[config.mk]
export PLATFORM = sky130hd
export DESIGN_NAME = intersection_phase_scheduler
export DESIGN_NICKNAME = d
export VERILOG_FILES = /design/src/rtl/traffic_pkg.sv /design/src/rtl/phase_timer.sv /design/src/rtl/intersection_phase_scheduler.sv
export SDC_FILE = /design/constraint.sdc
export NUM_CORES = 1
export LEC_CHECK = 0
export BUFFER_PORTS_ARGS = -buffer_cell sky130_fd_sc_hd__buf_4
export CORE_AREA = 2 2 42 59
export DETAILED_ROUTE_END_ITERATION = 7
export DIE_AREA = 0 0 44 61
export GPL_TIMING_DRIVEN = 0
export MAX_ROUTING_LAYER = met4
export PLACE_DENSITY = 0.88
export RECOVER_POWER = 25
export SYNTH_ARGS = -nofsm -noshare
export SYNTH_HDL_FRONTEND = slang
export SYNTH_HIERARCHICAL = 1
export SYNTH_SLANG_ARGS = --single-unit
export TNS_END_PERCENT = 20
[constraint.sdc]
create_clock -name clk -period 6.8 [get_ports clk]
set_clock_uncertainty 0.15 [all_clocks]
set_input_delay 0.68 -clock clk [delete_from_list [all_inputs] [get_ports clk]]
set_output_delay 0.68 -clock clk [all_outputs]
set_load 0.02 [all_outputs]
[src/rtl/traffic_pkg.sv]
// ============================================================================
// Module      : traffic_pkg
// Description : Lamp codes, scheduler state encoding and phase successor.
// Revision    : 1.0 - initial release
// ============================================================================
`default_nettype none

package traffic_pkg;

    localparam logic [3:0] CAR_NONE   = 4'b0000;
    localparam logic [3:0] CAR_GREEN  = 4'b0001;
    localparam logic [3:0] CAR_LEFT   = 4'b0010;
    localparam logic [3:0] CAR_YELLOW = 4'b0100;
    localparam logic [3:0] CAR_RED    = 4'b1000;

    localparam logic [1:0] WALK_NONE  = 2'b00;
    localparam logic [1:0] WALK_GREEN = 2'b01;
    localparam logic [1:0] WALK_RED   = 2'b10;

    typedef enum logic [3:0] {
        ST_IDLE     = 4'd0,
        ST_A_GRN    = 4'd1,
        ST_A_LFT    = 4'd2,
        ST_A_YEL    = 4'd3,
        ST_A_ALLRED = 4'd4,
        ST_B_GRN    = 4'd5,
        ST_B_LFT    = 4'd6,
        ST_B_YEL    = 4'd7,
        ST_B_ALLRED = 4'd8
    } state_e;

    function automatic state_e next_state(input state_e st);
        case (st)
            ST_A_GRN:    return ST_A_LFT;
            ST_A_LFT:    return ST_A_YEL;
            ST_A_YEL:    return ST_A_ALLRED;
            ST_A_ALLRED: return ST_B_GRN;
            ST_B_GRN:    return ST_B_LFT;
            ST_B_LFT:    return ST_B_YEL;
            ST_B_YEL:    return ST_B_ALLRED;
            default:     return ST_A_GRN;
        endcase
    endfunction

endpackage

`default_nettype wire

[src/rtl/phase_timer.sv]
// ============================================================================
// Module      : phase_timer
// Description : Per-state tick counter; done pulses on the final tick.
// Revision    : 1.0 - initial release
// ============================================================================
`default_nettype none

module phase_timer #(
    parameter int CW = 5
) (
    input  logic          clk,
    input  logic          reset,
    input  logic          clear_i,
    input  logic          en_i,
    input  logic          tick_i,
    input  logic [CW:0]   dur_i,
    output logic          done_o,
    output logic [CW-1:0] count_o
);

    logic [CW-1:0] count_q;
    logic [CW-1:0] count_d;

    assign done_o  = en_i && tick_i && ({1'b0, count_q} == (dur_i - (CW+1)'(1)));
    assign count_o = count_q;

    always_comb begin
        count_d = count_q;
        if (clear_i) begin
            count_d = '0;
        end else if (en_i && tick_i) begin
            count_d = count_q + CW'(1);
        end
    end

    always_ff @(posedge clk) begin
        if (reset) begin
            count_q <= '0;
        end else begin
            count_q <= count_d;
        end
    end

endmodule

`default_nettype wire

[src/rtl/intersection_phase_scheduler.sv]
// ============================================================================
// Module      : intersection_phase_scheduler
// Description : Two-group intersection phase FSM with lamp decode.
//               Build macro PED_REQ_EN enables on-demand walker service.
// Revision    : 1.0 - initial release
// ============================================================================
`default_nettype none

module intersection_phase_scheduler
    import traffic_pkg::*;
#(
    parameter int GREEN_T  = 20,
    parameter int LEFT_T   = 2,
    parameter int YELLOW_T = 3,
    parameter int ALLRED_T = 2,
    parameter int BLINK_T  = 6
) (
    input  logic       clk,
    input  logic       reset,
    input  logic       i_start,
    input  logic       i_tick,
    input  logic       i_ped_req_a,
    input  logic       i_ped_req_b,
    output logic [3:0] o_e_ct,
    output logic [3:0] o_w_ct,
    output logic [3:0] o_s_ct,
    output logic [3:0] o_n_ct,
    output logic [1:0] o_e_wt,
    output logic [1:0] o_w_wt,
    output logic [1:0] o_s_wt,
    output logic [1:0] o_n_wt,
    output logic [3:0] o_phase,
    output logic       o_cycle_done
);

    localparam int MAX_GL  = (GREEN_T > LEFT_T) ? GREEN_T : LEFT_T;
    localparam int MAX_YA  = (YELLOW_T > ALLRED_T) ? YELLOW_T : ALLRED_T;
    localparam int MAX_D   = (MAX_GL > MAX_YA) ? MAX_GL : MAX_YA;
    localparam int CW      = (MAX_D > 1) ? $clog2(MAX_D) : 1;
    localparam int BSTART  = GREEN_T - BLINK_T;

    state_e        state_q;
    state_e        state_d;
    logic          cycle_done_q;
    logic          cycle_done_d;
    logic          run_en;
    logic          advance;
    logic          timer_done;
    logic [CW-1:0] timer_count;
    logic [CW:0]   dur;
    logic          serve_a;
    logic          serve_b;

    always_comb begin
        case (state_q)
            ST_A_GRN, ST_B_GRN:       dur = (CW+1)'(GREEN_T);
            ST_A_LFT, ST_B_LFT:       dur = (CW+1)'(LEFT_T);
            ST_A_YEL, ST_B_YEL:       dur = (CW+1)'(YELLOW_T);
            ST_A_ALLRED, ST_B_ALLRED: dur = (CW+1)'(ALLRED_T);
            default:                  dur = (CW+1)'(1);
        endcase
    end

    // A low i_start outside IDLE freezes counter and state together.
    assign run_en = i_start && (state_q != ST_IDLE);

    always_comb begin
        state_d = state_q;
        if (state_q == ST_IDLE) begin
            if (i_start) begin
                state_d = ST_A_GRN;
            end
        end else if (timer_done) begin
            state_d = next_state(state_q);
        end
    end

    assign advance      = (state_d != state_q);
    assign cycle_done_d = (state_q == ST_B_ALLRED) && timer_done;

    phase_timer #(
        .CW (CW)
    ) u_timer (
        .clk     (clk),
        .reset   (reset),
        .clear_i (advance),
        .en_i    (run_en),
        .tick_i  (i_tick),
        .dur_i   (dur),
        .done_o  (timer_done),
        .count_o (timer_count)
    );

    always_ff @(posedge clk) begin
        if (reset) begin
            state_q      <= ST_IDLE;
            cycle_done_q <= 1'b0;
        end else begin
            state_q      <= state_d;
            cycle_done_q <= cycle_done_d;
        end
    end

`ifdef PED_REQ_EN
    logic req_a_q;
    logic req_b_q;
    logic serve_a_q;
    logic serve_b_q;

    // A request coinciding with the sampling edge re-arms the latch.
    always_ff @(posedge clk) begin
        if (reset) begin
            req_a_q   <= 1'b0;
            req_b_q   <= 1'b0;
            serve_a_q <= 1'b0;
            serve_b_q <= 1'b0;
        end else begin
            if (advance && (state_d == ST_A_GRN)) begin
                serve_b_q <= req_b_q;
                req_b_q   <= i_ped_req_b;
            end else begin
                req_b_q   <= req_b_q | i_ped_req_b;
            end
            if (advance && (state_d == ST_B_GRN)) begin
                serve_a_q <= req_a_q;
                req_a_q   <= i_ped_req_a;
            end else begin
                req_a_q   <= req_a_q | i_ped_req_a;
            end
        end
    end

    assign serve_a = serve_a_q;
    assign serve_b = serve_b_q;
`else
    logic w_unused_req;

    assign w_unused_req = i_ped_req_a | i_ped_req_b;
    assign serve_a      = 1'b1;
    assign serve_b      = 1'b1;
`endif

    function automatic logic [1:0] walk_code(input logic serve, input logic [CW-1:0] cnt);
        logic [CW-1:0] rel;
        rel = cnt - CW'(BSTART);
        if (!serve) begin
            return WALK_RED;
        end
        if (cnt < CW'(BSTART)) begin
            return WALK_GREEN;
        end
        return rel[0] ? WALK_GREEN : WALK_NONE;
    endfunction

    always_comb begin
        o_e_ct = CAR_RED;
        o_w_ct = CAR_RED;
        o_s_ct = CAR_RED;
        o_n_ct = CAR_RED;
        o_e_wt = WALK_RED;
        o_w_wt = WALK_RED;
        o_s_wt = WALK_RED;
        o_n_wt = WALK_RED;
        case (state_q)
            ST_IDLE: begin
                o_e_ct = CAR_NONE;
                o_w_ct = CAR_NONE;
                o_s_ct = CAR_NONE;
                o_n_ct = CAR_NONE;
                o_e_wt = WALK_NONE;
                o_w_wt = WALK_NONE;
                o_s_wt = WALK_NONE;
                o_n_wt = WALK_NONE;
            end
            ST_A_GRN: begin
                o_e_ct = CAR_GREEN;
                o_w_ct = CAR_GREEN;
                o_s_wt = walk_code(serve_b, timer_count);
                o_n_wt = walk_code(serve_b, timer_count);
            end
            ST_A_LFT: begin
                o_e_ct = CAR_LEFT;
                o_w_ct = CAR_LEFT;
            end
            ST_A_YEL: begin
                o_e_ct = CAR_YELLOW;
                o_w_ct = CAR_YELLOW;
            end
            ST_B_GRN: begin
                o_s_ct = CAR_GREEN;
                o_n_ct = CAR_GREEN;
                o_e_wt = walk_code(serve_a, timer_count);
                o_w_wt = walk_code(serve_a, timer_count);
            end
            ST_B_LFT: begin
                o_s_ct = CAR_LEFT;
                o_n_ct = CAR_LEFT;
            end
            ST_B_YEL: begin
                o_s_ct = CAR_YELLOW;
                o_n_ct = CAR_YELLOW;
            end
            default: ;
        endcase
    end

    assign o_phase      = state_q;
    assign o_cycle_done = cycle_done_q;

endmodule

`default_nettype wire

==> flow_results.org, run 1 <==
** Power
- The design draws 0.182 mW.
- The analysis attributes to cell leakage a power of 0.634 nW.
- Of the total power, registers draw 0.451.
- Switching Power :: 0.0553 mW
- Of the total power, combinational logic draws 0.301.
- Of the total power, the share spent switching nets is 0.303.
- The worst-case IR drop observed on VDD is 0.0581 mV.
- Cell internal power was estimated by the tool at 0.127 mW.
- Of the total power, the clock network draws 0.248.
- Power density cells :: 133 nW/um2

** Placement
- Number of port buffers :: 32
- At the end of routability-driven placement, the weighted congestion stood at 0.872.
- Placed Instances :: 183
- Half-perimeter wire length after detailed placement :: 1900 um
- Cell Area, Placed :: 1380 um2

** Timing
- Final sum of negative setup slack :: 0 ps
- Setup repair after global routing left no endpoint under its margin.
- Post-route minimum period :: 3520 ps
- Final setup violation count :: 0
- Maximum achievable frequency :: 0.284 GHz
- Count of final hold-check violations :: 0
- Number of slew-limit violations in the final report :: 0
- In the finished design, the share of the clock period the worst path needs comes to 0.518.

** Drt
- Summed over all nets, wire length on met2 after detailed routing comes to 1270 um.
- Met1 layer wirelength in the final routing :: 917 um
- DRC :: 0
- Initial DRT Pass Iterations :: 4
- Routed length per placed instance :: 12.3 um
- ANT nets after route :: 0
- In the routed layout, each cell is associated on average with a via count of 5.36.
- Summing over every cut layer, the via total after detailed routing is 1003.
- Detailed Route WL :: 2300 um
- The detailed router finished its first iteration with 16 violations.
- Highest metal layer used by the detailed router :: met4
- Met3 WL :: 66 um

** Logic synthesis
- Sequential element share of the synthesized area :: 0.235
- Post-synthesis instance area :: 1110 um2
- Averaged over all synthesized cells, the footprint is 8.73 um2.
- Synthesis inferred 13 register bits.
- Post-synth cell types :: 48
- Ys async rst share :: 0
- Flip-flop cell with the highest count after synthesis :: dfxtp_1
- Counting flops with a built-in enable in the synthesized netlist gives 0.
- Yosys Warn Count :: 6
- Cells after Synth :: 127

** Die
- Die height :: 61 um
- In this run the count of I/O pins placed on the die edge is 35.
- The die covers 2680 um2.
- Die X :: 44 um
- The floorplan has 20 rows.
- The region available for standard cell placement spans 2150 um2.
- For this configuration, the core starts out at a cell density of 0.515.

** Worst setup path
- For flop-to-flop paths, the worst setup slack is 3280 ps.
- Crit Path Category :: reg2reg
- Data required time of the critical path :: 6850 ps
- Crit path launch :: o_phase[2]
- In this design, the stage delay of the slowest critical-path cell is 490 ps.
- Nature of the critical path endpoint :: register
- R2R depth :: 14
- Critical-path cell list :: clkbuf_1, or3_1, nor2_1, nor2b_1, and2_1, buf_2, o2111ai_1, nor4_2, or4bb_1, a31oi_2, inv_1, ha_1, a21bo_2, a21oi_1
- Master of the slowest instance on the critical path :: or4bb_1
- The worst setup path is launched from a register.
- In this run the worst path has a maximum fanout of 10.
- Endpoint of the most critical register-to-register path :: dur[0]
- Arrival time reported for the critical path endpoint :: 3570 ps
- Worst reg2reg path startpoint :: o_phase[2]

** Global routing
- Maximum number of pins on one net before global-route repair :: 11
- Global routing finished with a remaining overflow of 0.
- The first global-routing pass estimated 3550 um of wire.
- Initial antenna violation count :: 0
- Overall routing resource usage :: 0.180
- The via count of the first global-routing pass was 896.

** Final layout
- Compared with the post-synthesis result, the final layout area differs by 23.8%.
- At the end of the flow the core is filled with cells to 0.638.
- Antenna diode count :: 0
- Design area :: 1370 um2
- The net count of the finished layout is 176.
- The sequential cells in the finished layout cover a total of 260 um2.
- Excluding fillers, the count of instances in the completed layout stands at 187.
- Counting the fill cells in the layout gives 201.
- In the final layout, the share of cells above drive strength 1 is 0.333.
- The multi-input combinational cells in the finished layout cover a total of 698 um2.

** Run
- Max_cap viols :: 0

** Clock network
- Clock transition time at the flip-flop clock pins of the worst setup and hold paths :: 80 ps
- In this run the number of H-tree levels came out at 1.
- Maximum root-to-sink buffer count :: 2
- Clock latency on the worst-skew pair :: 270 ps
- Clock tree from TritonCTS :: done
- For this design, the sink count on the clock tree is 13.
- Resized cells post-CTS :: 0
- Cts bufs inserted :: 3
- After clock tree synthesis, the flow added hold-fix buffers numbering 0.
- The tree is rooted in a clkbuf_4.
- In this run the post-CTS setup repair buffer count came out at 0.

** Run status
- The flow ran to the end, and the final reports show no timing, DRC or antenna violations.

** Worst hold path
- Startpoint of the tightest hold check path :: u_timer/count_o[4]
- For hold timing, the worst endpoint is u_timer/count_o[4].
- Counting instances, the worst hold path has a depth of 2.
- Class of the tightest hold or removal check :: reg2reg
## synthesized netlist by cell type (2+ instances only)
cell / count / area, um2
and2_1: 2 / 12.5
ha_1: 4 / 50.1
nor2b_1: 4 / 25.0
nor2_1: 13 / 48.8
dfxtp_1: 13 / 260
a21oi_1: 2 / 10.0
or2b_1: 2 / 15.0
buf_2: 3 / 15.0
a31oi_1: 3 / 18.8
nor3_1: 7 / 35.0
buf_4: 14 / 105
nand2b_1: 3 / 18.8
inv_1: 6 / 22.5
xor2_1: 7 / 61.3
nand2_1: 5 / 18.8
xnor2_1: 6 / 52.6
nand4_1: 2 / 12.5
## power groups by stage
stage / clock, mW / combinational (mW) / sequential, mW
6_report: 0.0452 / 0.0550 / 0.0822
5_1_grt: 0.0529 / 0.0595 / 0.0827
4_1_cts: 0.0468 / 0.0566 / 0.0823
3_5_place_dp: 0 / 0.0563 / 0.0841
3_3_place_gp: 0 / 0.0551 / 0.0840
2_1_floorplan: 0 / 0.0393 / 0.0843
## cells in the final DEF (no fill, tap or decap), drive strengths merged, types with 4 or more instances in the layout
master	netlist	layout
nand2	6	6
buf	18	40
clkbuf	1	15
xor2	7	7
xnor2	6	6
nor2	13	13
nor2b	4	4
a31oi	4	4
dfxtp	13	13
ha	4	4
nor3	8	8
inv	6	6
## registers in the layout (all words and copies together) (netlist names)
name / cells
dur: 3
u_timer/count_o: 5
o_cycle_done: 1
o_phase: 4
## worst max path at each step
stage | end | cells past startpoint
finish | dur[0] | 14
global route | dur[0] | 14
CTS | dur[0] | 14
detailed placement | dur[1] | 15
global placement | dur[0] | 14
floorplan | dur[0] | 14
## logic make-up (layout without fill, tap and decap cells)
| family | Yosys count | in the layout | synth area share |
|---|---|---|---|
| xor+xnor | 13 | 13 | 0.103 |
| compound gates | 18 | 18 | 0.161 |
| flops | 13 | 13 | 0.235 |
| other cells | 1 | 3 | 0.00338 |
| buf+inv | 25 | 61 | 0.142 |
| fa+ha+maj | 4 | 4 | 0.0451 |
| simple gates | 51 | 51 | 0.291 |
| mux | 2 | 2 | 0.0192 |
## cell type report
type                    count  area share
multi-input cells          91       0.509
flip-flops and latches     13       0.190
repair buffers             32       0.150
plain buffers              19      0.0957
well taps                  22      0.0201
clock buffers               4      0.0191
inverters                   6      0.0164
## layer usage
layer  up-vias  track usage
met5         -            -
met1       473        0.184
met2        22        0.330
met3         6       0.0179
li1        502            -
met4         0       0.0996
## through the flow
stage | hold slack [ps] | setup slack, ps
floorplan | 394 | 3500
detailed placement | 455 | 3410
finish | 464 | 3280
global route | 448 | 2950
global placement | 419 | 3450
CTS | 465 | 3380
## worst max-delay path: cells and delay by family, from the launching register on
kind | cells | cell delay [ps]
simple gates | 6 | 1280
compound gates | 4 | 760
buf+inv | 3 | 610
flops | 1 | 360
fa+ha+maj | 1 | 270
No activity file was read; power rests on OpenSTA's default activity.
==> run 2, diff against run 1 <==
ABC_AREA = 1   (was not set)
CORE_AREA = 2 2 44 62   (was 2 2 42 59)
DIE_AREA = 0 0 46 64   (was 0 0 44 61)
PLACE_DENSITY = 0.83   (was 0.88)
clock period = 3.5 ns   (was 6.8 ns; I/O delays follow)
==> run 2 against run 1 <==
- synthesized cell count is 47% higher
- largest cell class unchanged
- combinational power is 84% higher
- core utilization is 3.5 points lower
- clock power is 110% higher
- cell area is 3.8% higher
- first-iteration DRC count is 19% lower
- total power is 94% higher
- die area is 9.7% higher
==> flow_results.org, run 2 <==
** Logic synthesis
- Top cell type's share of synthesized area :: 0.227 (-0.00769)
- Adder and majority cell fraction of the synthesized area :: 0.0437 (-0.00148)
- The post-synthesis instance area was 1150 um2 (+3.4%).
- Ranked by instance count, the synthesized netlist is headed by nand2_1, inv_1, nand3_1, nor2_1.
- Yosys Warn Count :: 6 (unchanged)
- Simple-gate share of the synthesized area :: 0.480 (+0.189)
- Flop and latch count out of synthesis :: 13 (unchanged)
- Cells after Synth :: 187 (+47%)
- Fraction of synthesized area in multiplexers :: 0 (-0.0192)
- Top cells by area in the synthesized netlist :: dfxtp_1, nand2_1, inv_1
- The number of flops mapped to enable cells by yosys was 0 (unchanged).
- After synthesis, the largest family of logic cells by area is simple AND/OR/NAND/NOR gates.
- The most common cell in the synthesized netlist is nand2_1.
- Flip-flop cell with the highest count after synthesis :: dfxtp_1
- The sequential cell area fraction in the yosys report was 0.227 (-0.00769).
- The compound-cell area share of the yosys netlist came to 0.0382 (-0.123).
- Cell taking the most area after synthesis :: dfxtp_1
- The per-instance average area after synthesis is 6.13 um2 (-30%).
- The fraction of registers with async set/reset is 0 (unchanged).
- The post-synthesis share of cell area spent on xor and xnor gates came to 0 (-0.103).
- The count of distinct cell types in the synthesized netlist was 22 (-54%).

** Global routing
- Overflow left after global routing :: 0 (unchanged)
- Overall routing resource usage :: 0.200 (+0.0191)
- Vias in the first global route :: 1077 (+20%)
- Met1 routing resource usage after global routing :: 0.230 (+0.0455)
- The global-route wire length before repair is 4410 um (+24%).
- The met3 demand-to-capacity share in global routing was 0.0169 (-0.000908).
- Most used routing layer :: met2
- Maximum number of pins on one net before global-route repair :: 10 (-1)
- The met2 global-route usage is 0.344 (+0.0139).
- Initial antenna violation count :: 0 (unchanged)

** Clock network
- TritonCTS built the clock tree.
- The number of buffers inserted during clock tree synthesis is 3 (unchanged).
- Clock latency on the worst-skew pair :: 280 ps (about the same)
- The root buffer cell chosen for the clock tree is clkbuf_4.
- The clock transition at the registers of the reported paths came to 80 ps (about the same).
- Setup repair bufs after CTS :: 0 (unchanged)
- Clk sinks :: 13 (unchanged)
- The maximum clock path buffer count came to 2 (unchanged).
- Resized cells post-CTS :: 0 (unchanged)
- The total number of H-tree levels was 1 (unchanged).
- Hold buffers post-CTS :: 0 (unchanged)

** Timing
- The final count of negative-setup-slack endpoints came to 0 (unchanged).
- The achievable frequency came to 0.338 GHz (+19%).
- The number of max-slew violations in the final report was 0 (unchanged).
- The post-layout minimum cycle time came to 2960 ps (-563 ps).
- Post-route worst setup slack :: 543 ps (-2740 ps)
- Setup repair after global routing left no endpoint under its margin.
- Portion of the clock cycle consumed by the worst path in the final layout :: 0.845 (+0.327)
- The final sum of negative setup slack came to 0 ps (unchanged).
- The minimum hold slack was 105 ps (-359 ps).
- Count of final hold-check violations :: 0 (unchanged)

** Worst setup path
- The worst setup path is launched from a register.
- Worst Path Max Fanout :: 9 (-1)
- The critical path is of the reg2reg type.
- Nature of the critical path endpoint :: register
- The endpoint required time on the critical path is 3530 ps (-3320 ps).
- Arrival time reported for the critical path endpoint :: 2980 ps (-590 ps)

** Die
- Starting utilization of the core area :: 0.485 (-0.0305)
- The standard-cell row count came to 21 (+5.0%).
- The y dimension of the die is 64 um (+4.9%).
- The chip width came to 46 um (+4.5%).
- The boundary pin count was 35 (unchanged).
- The standard cell core area is 2360 um2 (+9.9%).
- Area of the die :: 2940 um2 (+9.7%)

** Final layout
- The antenna diode instance count is 0 (unchanged).
- The library cells used most frequently in the layout, excluding fill and tap cells, are nand2_1, buf_4, inv_1, nand3_1, nor2_1.
- Post-layout util :: 0.603 (-0.0351)
- Flip-flop count of the largest register, all copies and words added :: 5 (unchanged)
- Compared with the post-synthesis result, the final layout area differs by 24.3%.
- Number of nets in the final layout :: 238 (+35%)
- FILL cells :: 249 (+24%)
- Leaving out fill and tap cells, the most frequent cell in the layout is nand2_1.
- The share of cells above drive strength 1 is 0.286 (-0.0470).

** Drt
- The number of vias per cell after detailed routing is 4.84 (-9.8%).
- Detailed Route WL :: 2560 um (+11%)
- The number of remaining DRC errors was 0 (unchanged).
- The count of vias placed by the detailed router is 1210 (+21%).
- The detailed-router iteration count before antenna repair came to 4 (unchanged).
- The number of violations reported at the end of detailed-routing iteration 0 is 13 (-3).
- Routed length per placed instance :: 10.2 um (-17%)
- The post-route antenna net violation count is 0 (unchanged).

** Power
- VDD IR max :: 0.173 mV (+200%)
- Power density cells :: 248 nW/um2 (+87%)
- Leakage power summed over all cells :: 0.785 nW (+24%)

** Placement
- The count of input and output buffers came to 32 (unchanged).
- The final estimated routing congestion in global placement came to 0.889 (+2.0%).
- Half-perimeter wire length after detailed placement :: 2120 um (+12%)
- The pre-CTS setup slack was 649 ps (-2760 ps).

** Worst hold path
- The tightest min-delay check is of the in2reg type.

** Run status
- The flow ran to the end, and the final reports show no timing, DRC or antenna violations.

** Run
- The number of max-cap violations was 0 (unchanged).
-- run 2: changes by cell type after synthesis, sizes merged, moves of 6 or more --
cell | previous run | this run
nand2 | 6 | 54
nor2 | 13 | 20
xnor2 | 6 | 0
nand3 | 1 | 22
inv | 6 | 36
xor2 | 7 | 0
-- run 2: logic make-up (layout without fill, tap and decap cells) --
logic type,after synthesis,after routing
flip-flops,13,13
AO/OA/AOI/OAI,8,8
buffers and inverters,50,86
other,1,5
adder cells (fa/ha/maj),4,4
AND/OR/NAND/NOR,111,111
-- run 2: power breakdown --
group / internal, mW / leakage, nW / switching (mW)
clock: 0.0443 / 0.0150 / 0.0500
combinational: 0.0402 / 0.664 / 0.0604
sequential: 0.152 / 0.106 / 0.00694
-- run 2: through the flow --
stage                     power, mW  area, um2  std cells
after CTS                     0.356       1460        250
after floorplan               0.235       1160        191
after global routing          0.373       1430        250
after global placement        0.262       1430        246
after detailed placement      0.265       1430        246
final                         0.354       1430        250
-- run 2: area by class of cell --
cell class	count	area (um2)	area share
Multi-Input combinational cell	128	658	0.462
Timing Repair Buffer	32	214	0.150
Buffer	13	97.6	0.0685
Inverter	37	140	0.0983
Clock buffer	4	26.3	0.0184
Tap cell	23	28.8	0.0202
Sequential cell	13	260	0.183
-- run 2: worst max-delay path, stage by stage, from the launching register on --
cell and delay (ps):
dfxtp_1 470, inv_2 100, nand2_1 230, nor2_4 100
nor2_1 100, nand2_1 110, inv_2 80, nand3_1 70
nor2_1 100, nand2_1 70, nor2_1 120, buf_4 190
inv_1 70, nand2_1 60, nand2_1 50, nand2_1 90
nand3_2 130, inv_1 120, ha_1 230, inv_1 50
nand2_1 50, nand3_1 60, nand2_1 50
-- run 2: path summary, 6_finish.rpt --
kind                                          from                 end  slack, ps  cells past startpoint
worst min-delay path                         reset        o_cycle_done        100                      2
worst max-delay path                    o_phase[3]              dur[0]        540                     22
worst min register to register  u_timer/count_o[3]  u_timer/count_o[3]        350                      2
worst max register to register          o_phase[3]              dur[0]        540                     22
-- run 2: metal layers --
layer	wire length, um	vias up
met5	0	-
met1	1070	541
met2	1400	15
met3	53	4
li1	-	650
met4	29	0
==> run 3, diff against run 2 <==
ABC_AREA = 0   (was 1)
CORE_AREA = 2 2 43 61   (was 2 2 44 62)
DIE_AREA = 0 0 45 63   (was 0 0 46 64)
PLACE_DENSITY = 0.84   (was 0.83)
clock period = 2.8 ns   (was 3.5 ns; I/O delays follow)
==> run 3 against run 2 <==
- the run now ends with negative setup slack left
- wire length grew 29%
- cell count shrank 18%
- count of clock-buffer cells in the layout is the same
- critical path depth shrank 10
- clock power grew 22%
- total power grew 40%
- via count shrank 7.9%
- sequential cell count is the same
==> flow_results.org, run 3 (synthesized netlist as in run 1, its figures left out) <==
** Final layout
- The area of the multi-input gates is 808 um2 (+23%).
- In the layout the commonest cells are buf_4, nor2_1, dfxtp_1, nor3_1, xor2_1.
- The share of cells above drive strength 1 came to 0.547 (+0.261).
- The antenna diode instance count came to 0 (unchanged).
- Most common cell after layout, fill and taps aside :: buf_4
- The final core utilization came to 0.722 (+0.119).
- FILL cells :: 182 (-27%)
- The post-route cell area is 1670 um2 (+17%).
- Flip-flop count of the largest register, all copies and words added :: 5 (unchanged)
- Number of nets in the final layout :: 192 (-19%)
- Filler-free cell count of the finished design :: 204 (-18%)
- Register Area :: 277 um2 (+6.2%)
- Relative to the synthesized area, the layout overhead comes to 50.6%.

** Run
- Max_cap viols :: 0 (unchanged)

** Clock network
- The maximum clock path buffer count is 2 (unchanged).
- The total number of H-tree levels was 1 (unchanged).
- The clock transition at the registers of the reported paths came to 80 ps (about the same).
- TritonCTS built the clock tree.
- Clock latency on the worst-skew pair :: 270 ps (about the same)
- Hold buffers post-CTS :: 0 (unchanged)
- The number of clock sinks came to 13 (unchanged).
- Cts bufs inserted :: 3 (unchanged)
- Clock root buffer :: clkbuf_4

** Die
- Starting utilization of the core area :: 0.479 (-0.00522)
- Die height :: 63 um (-1.6%)
- Area of the placeable core :: 2310 um2 (-2.2%)
- Die X :: 45 um (-2.2%)
- The standard-cell row count came to 21 (unchanged).
- Number of ports placed on the die boundary :: 35 (unchanged)
- Area of the die :: 2840 um2 (-3.7%)

** Worst setup path
- The highest net fanout along the worst path was 2 (-7).
- Arrival time reported for the critical path endpoint :: 3130 ps (+150 ps)
- Nature of the critical path endpoint :: register
- Crit Path Category :: reg2reg
- Data required time of the critical path :: 2850 ps (-680 ps)
- Startpoint class of the critical path :: register

** Drt
- The detailed-router iteration count before antenna repair is 4 (unchanged).
- The wire length per cell after detailed routing is 16.2 um (+59%).
- Violation count after the first detailed-routing iteration :: 32 (+19)
- The number of remaining DRC errors is 0 (unchanged).
- The post-route antenna net violation count was 0 (unchanged).
- The count of vias placed by the detailed router is 1114 (-7.9%).
- The number of vias per cell after detailed routing is 5.46 (+13%).
- The final routed wirelength across all metal layers was 3310 um (+29%).

** Placement
- Pre-CTS WS :: -494 ps (-1140 ps)
- The HPWL after detailed placement is 2120 um (about the same).
- The cell area after placement was 1430 um2 (-0.17%).
- The number of cells after detailed placement was 184 (-25%).
- The count of input and output buffers is 32 (unchanged).
- The final estimated routing congestion in global placement was 0.874 (-1.7%).

** Timing
- The post-layout minimum cycle time was 3080 ps (+124 ps).
- For the pin with the worst max-slew slack, the measured transition is 515 ps.
- The achievable frequency came to 0.325 GHz (-4.0%).
- Number of slew-limit violations in the final report :: 0 (unchanged)
- Portion of the clock cycle consumed by the worst path in the final layout :: 1.10 (+0.255)
- The number of endpoints with negative hold slack in the final report was 0 (unchanged).
- The final count of negative-setup-slack endpoints is 2 (+2).
- Worst slew slack as a fraction of its limit :: 0.652
- Post-route worst setup slack :: -281 ps (-824 ps)
- The final sum of negative setup slack came to -464 ps (-464 ps).
- WHS :: 53.0 ps (-51.7 ps)
- Setup repair after global routing could not meet its margin everywhere.

** Power
- Leakage power summed over all cells :: 0.777 nW (-0.97%)
- The clock share of power is 0.233 (-0.033).
- Switching Power :: 0.163 mW (+39%)
- Final Power :: 0.494 mW (+40%)
- Share of total power consumed by net switching :: 0.330 (-0.00151)
- VDD IR max :: 0.174 mV (+0.72%)
- Combinational power share :: 0.370 (+0.086)
- The cell-internal power is 0.331 mW (+40%).
- The power density over cell area is 296 nW/um2 (+19%).
- Portion of total power attributed to sequential cells :: 0.397 (-0.052)

** Global routing
- The via count of the first global-routing pass came to 1146 (+6.4%).
- The total overflow reported by the global router is 0 (unchanged).
- Initial antenna violation count :: 0 (unchanged)
- Global-route wire length before repair :: 5140 um (+17%)
- The overall routing resource usage was 0.247 (+0.0476).
- Maximum number of pins on one net before global-route repair :: 10 (unchanged)

** Run status
- The final reports fail on negative setup slack.
- Status :: complete, but fails checks

** Worst hold path
- Class of the tightest hold or removal check :: in2reg
==> run 3: changes by cell type in the layout (fill, tap and decap cells not counted), moves of 5 or more <==
cell / before / now
dfxtp_1: 13 / 8
a21oi_1: 5 / 0
buf_4: 37 / 61
inv_1: 29 / 3
nand3_2: 5 / 0
nand3_1: 17 / 1
nand2_1: 49 / 5
xor2_1: 0 / 7
==> run 3: worst paths after layout <==
path                                          from                 end  slack (ps)  cells after the start
worst min register to register  u_timer/count_o[3]  u_timer/count_o[3]         470                      2
worst max register to register              dur[1]              dur[0]        -280                     12
worst max-delay path                        dur[1]              dur[0]        -280                     12
worst min-delay path                         reset  u_timer/count_o[3]          50                      2
==> run 3: area by class of cell <==
class | instances | share of cell area
multi-input combinational | 91 | 0.484
timing repair buffer | 49 | 0.216
sequential | 13 | 0.166
buffer | 18 | 0.0877
tap | 23 | 0.0172
clock buffer | 4 | 0.0157
inverter | 6 | 0.0135
==> run 3: what timing repair did <==
action / 4_1_cts / 5_1_grt
resized for setup: 12 / 10
pin swaps: 6 / 10
setup endpoints to repair: 2 / 2
buffers inserted: 15 / 2
==> run 3: per-layer routing <==
layer | vias to the layer above | global-route usage | share of wire
met2 | 31 | 0.455 | 0.60
met5 | - | - | 0
met1 | 534 | 0.240 | 0.34
met4 | 0 | 0.107 | 0.028
met3 | 10 | 0.0318 | 0.034
li1 | 539 | - | -
==> run 3: power groups by stage <==
stage               clock, mW  combinational [mW]  sequential [mW]
floorplan                   0               0.100            0.203
global placement            0               0.139            0.202
detailed placement          0               0.144            0.203
CTS                     0.114               0.165            0.195
global route            0.127               0.194            0.197
finish                  0.115               0.183            0.196
==> run 3: worst max-delay path: stages (launching register included) <==
cell and delay, ps:
dfxtp_4 350, inv_2 40, ha_4 240, xnor2_2 140
a21oi_2 180, o2111ai_4 160, nor4_4 300, or4bb_4 540
a31oi_4 240, inv_2 70, ha_4 260, a21bo_4 220
a21oi_2 120
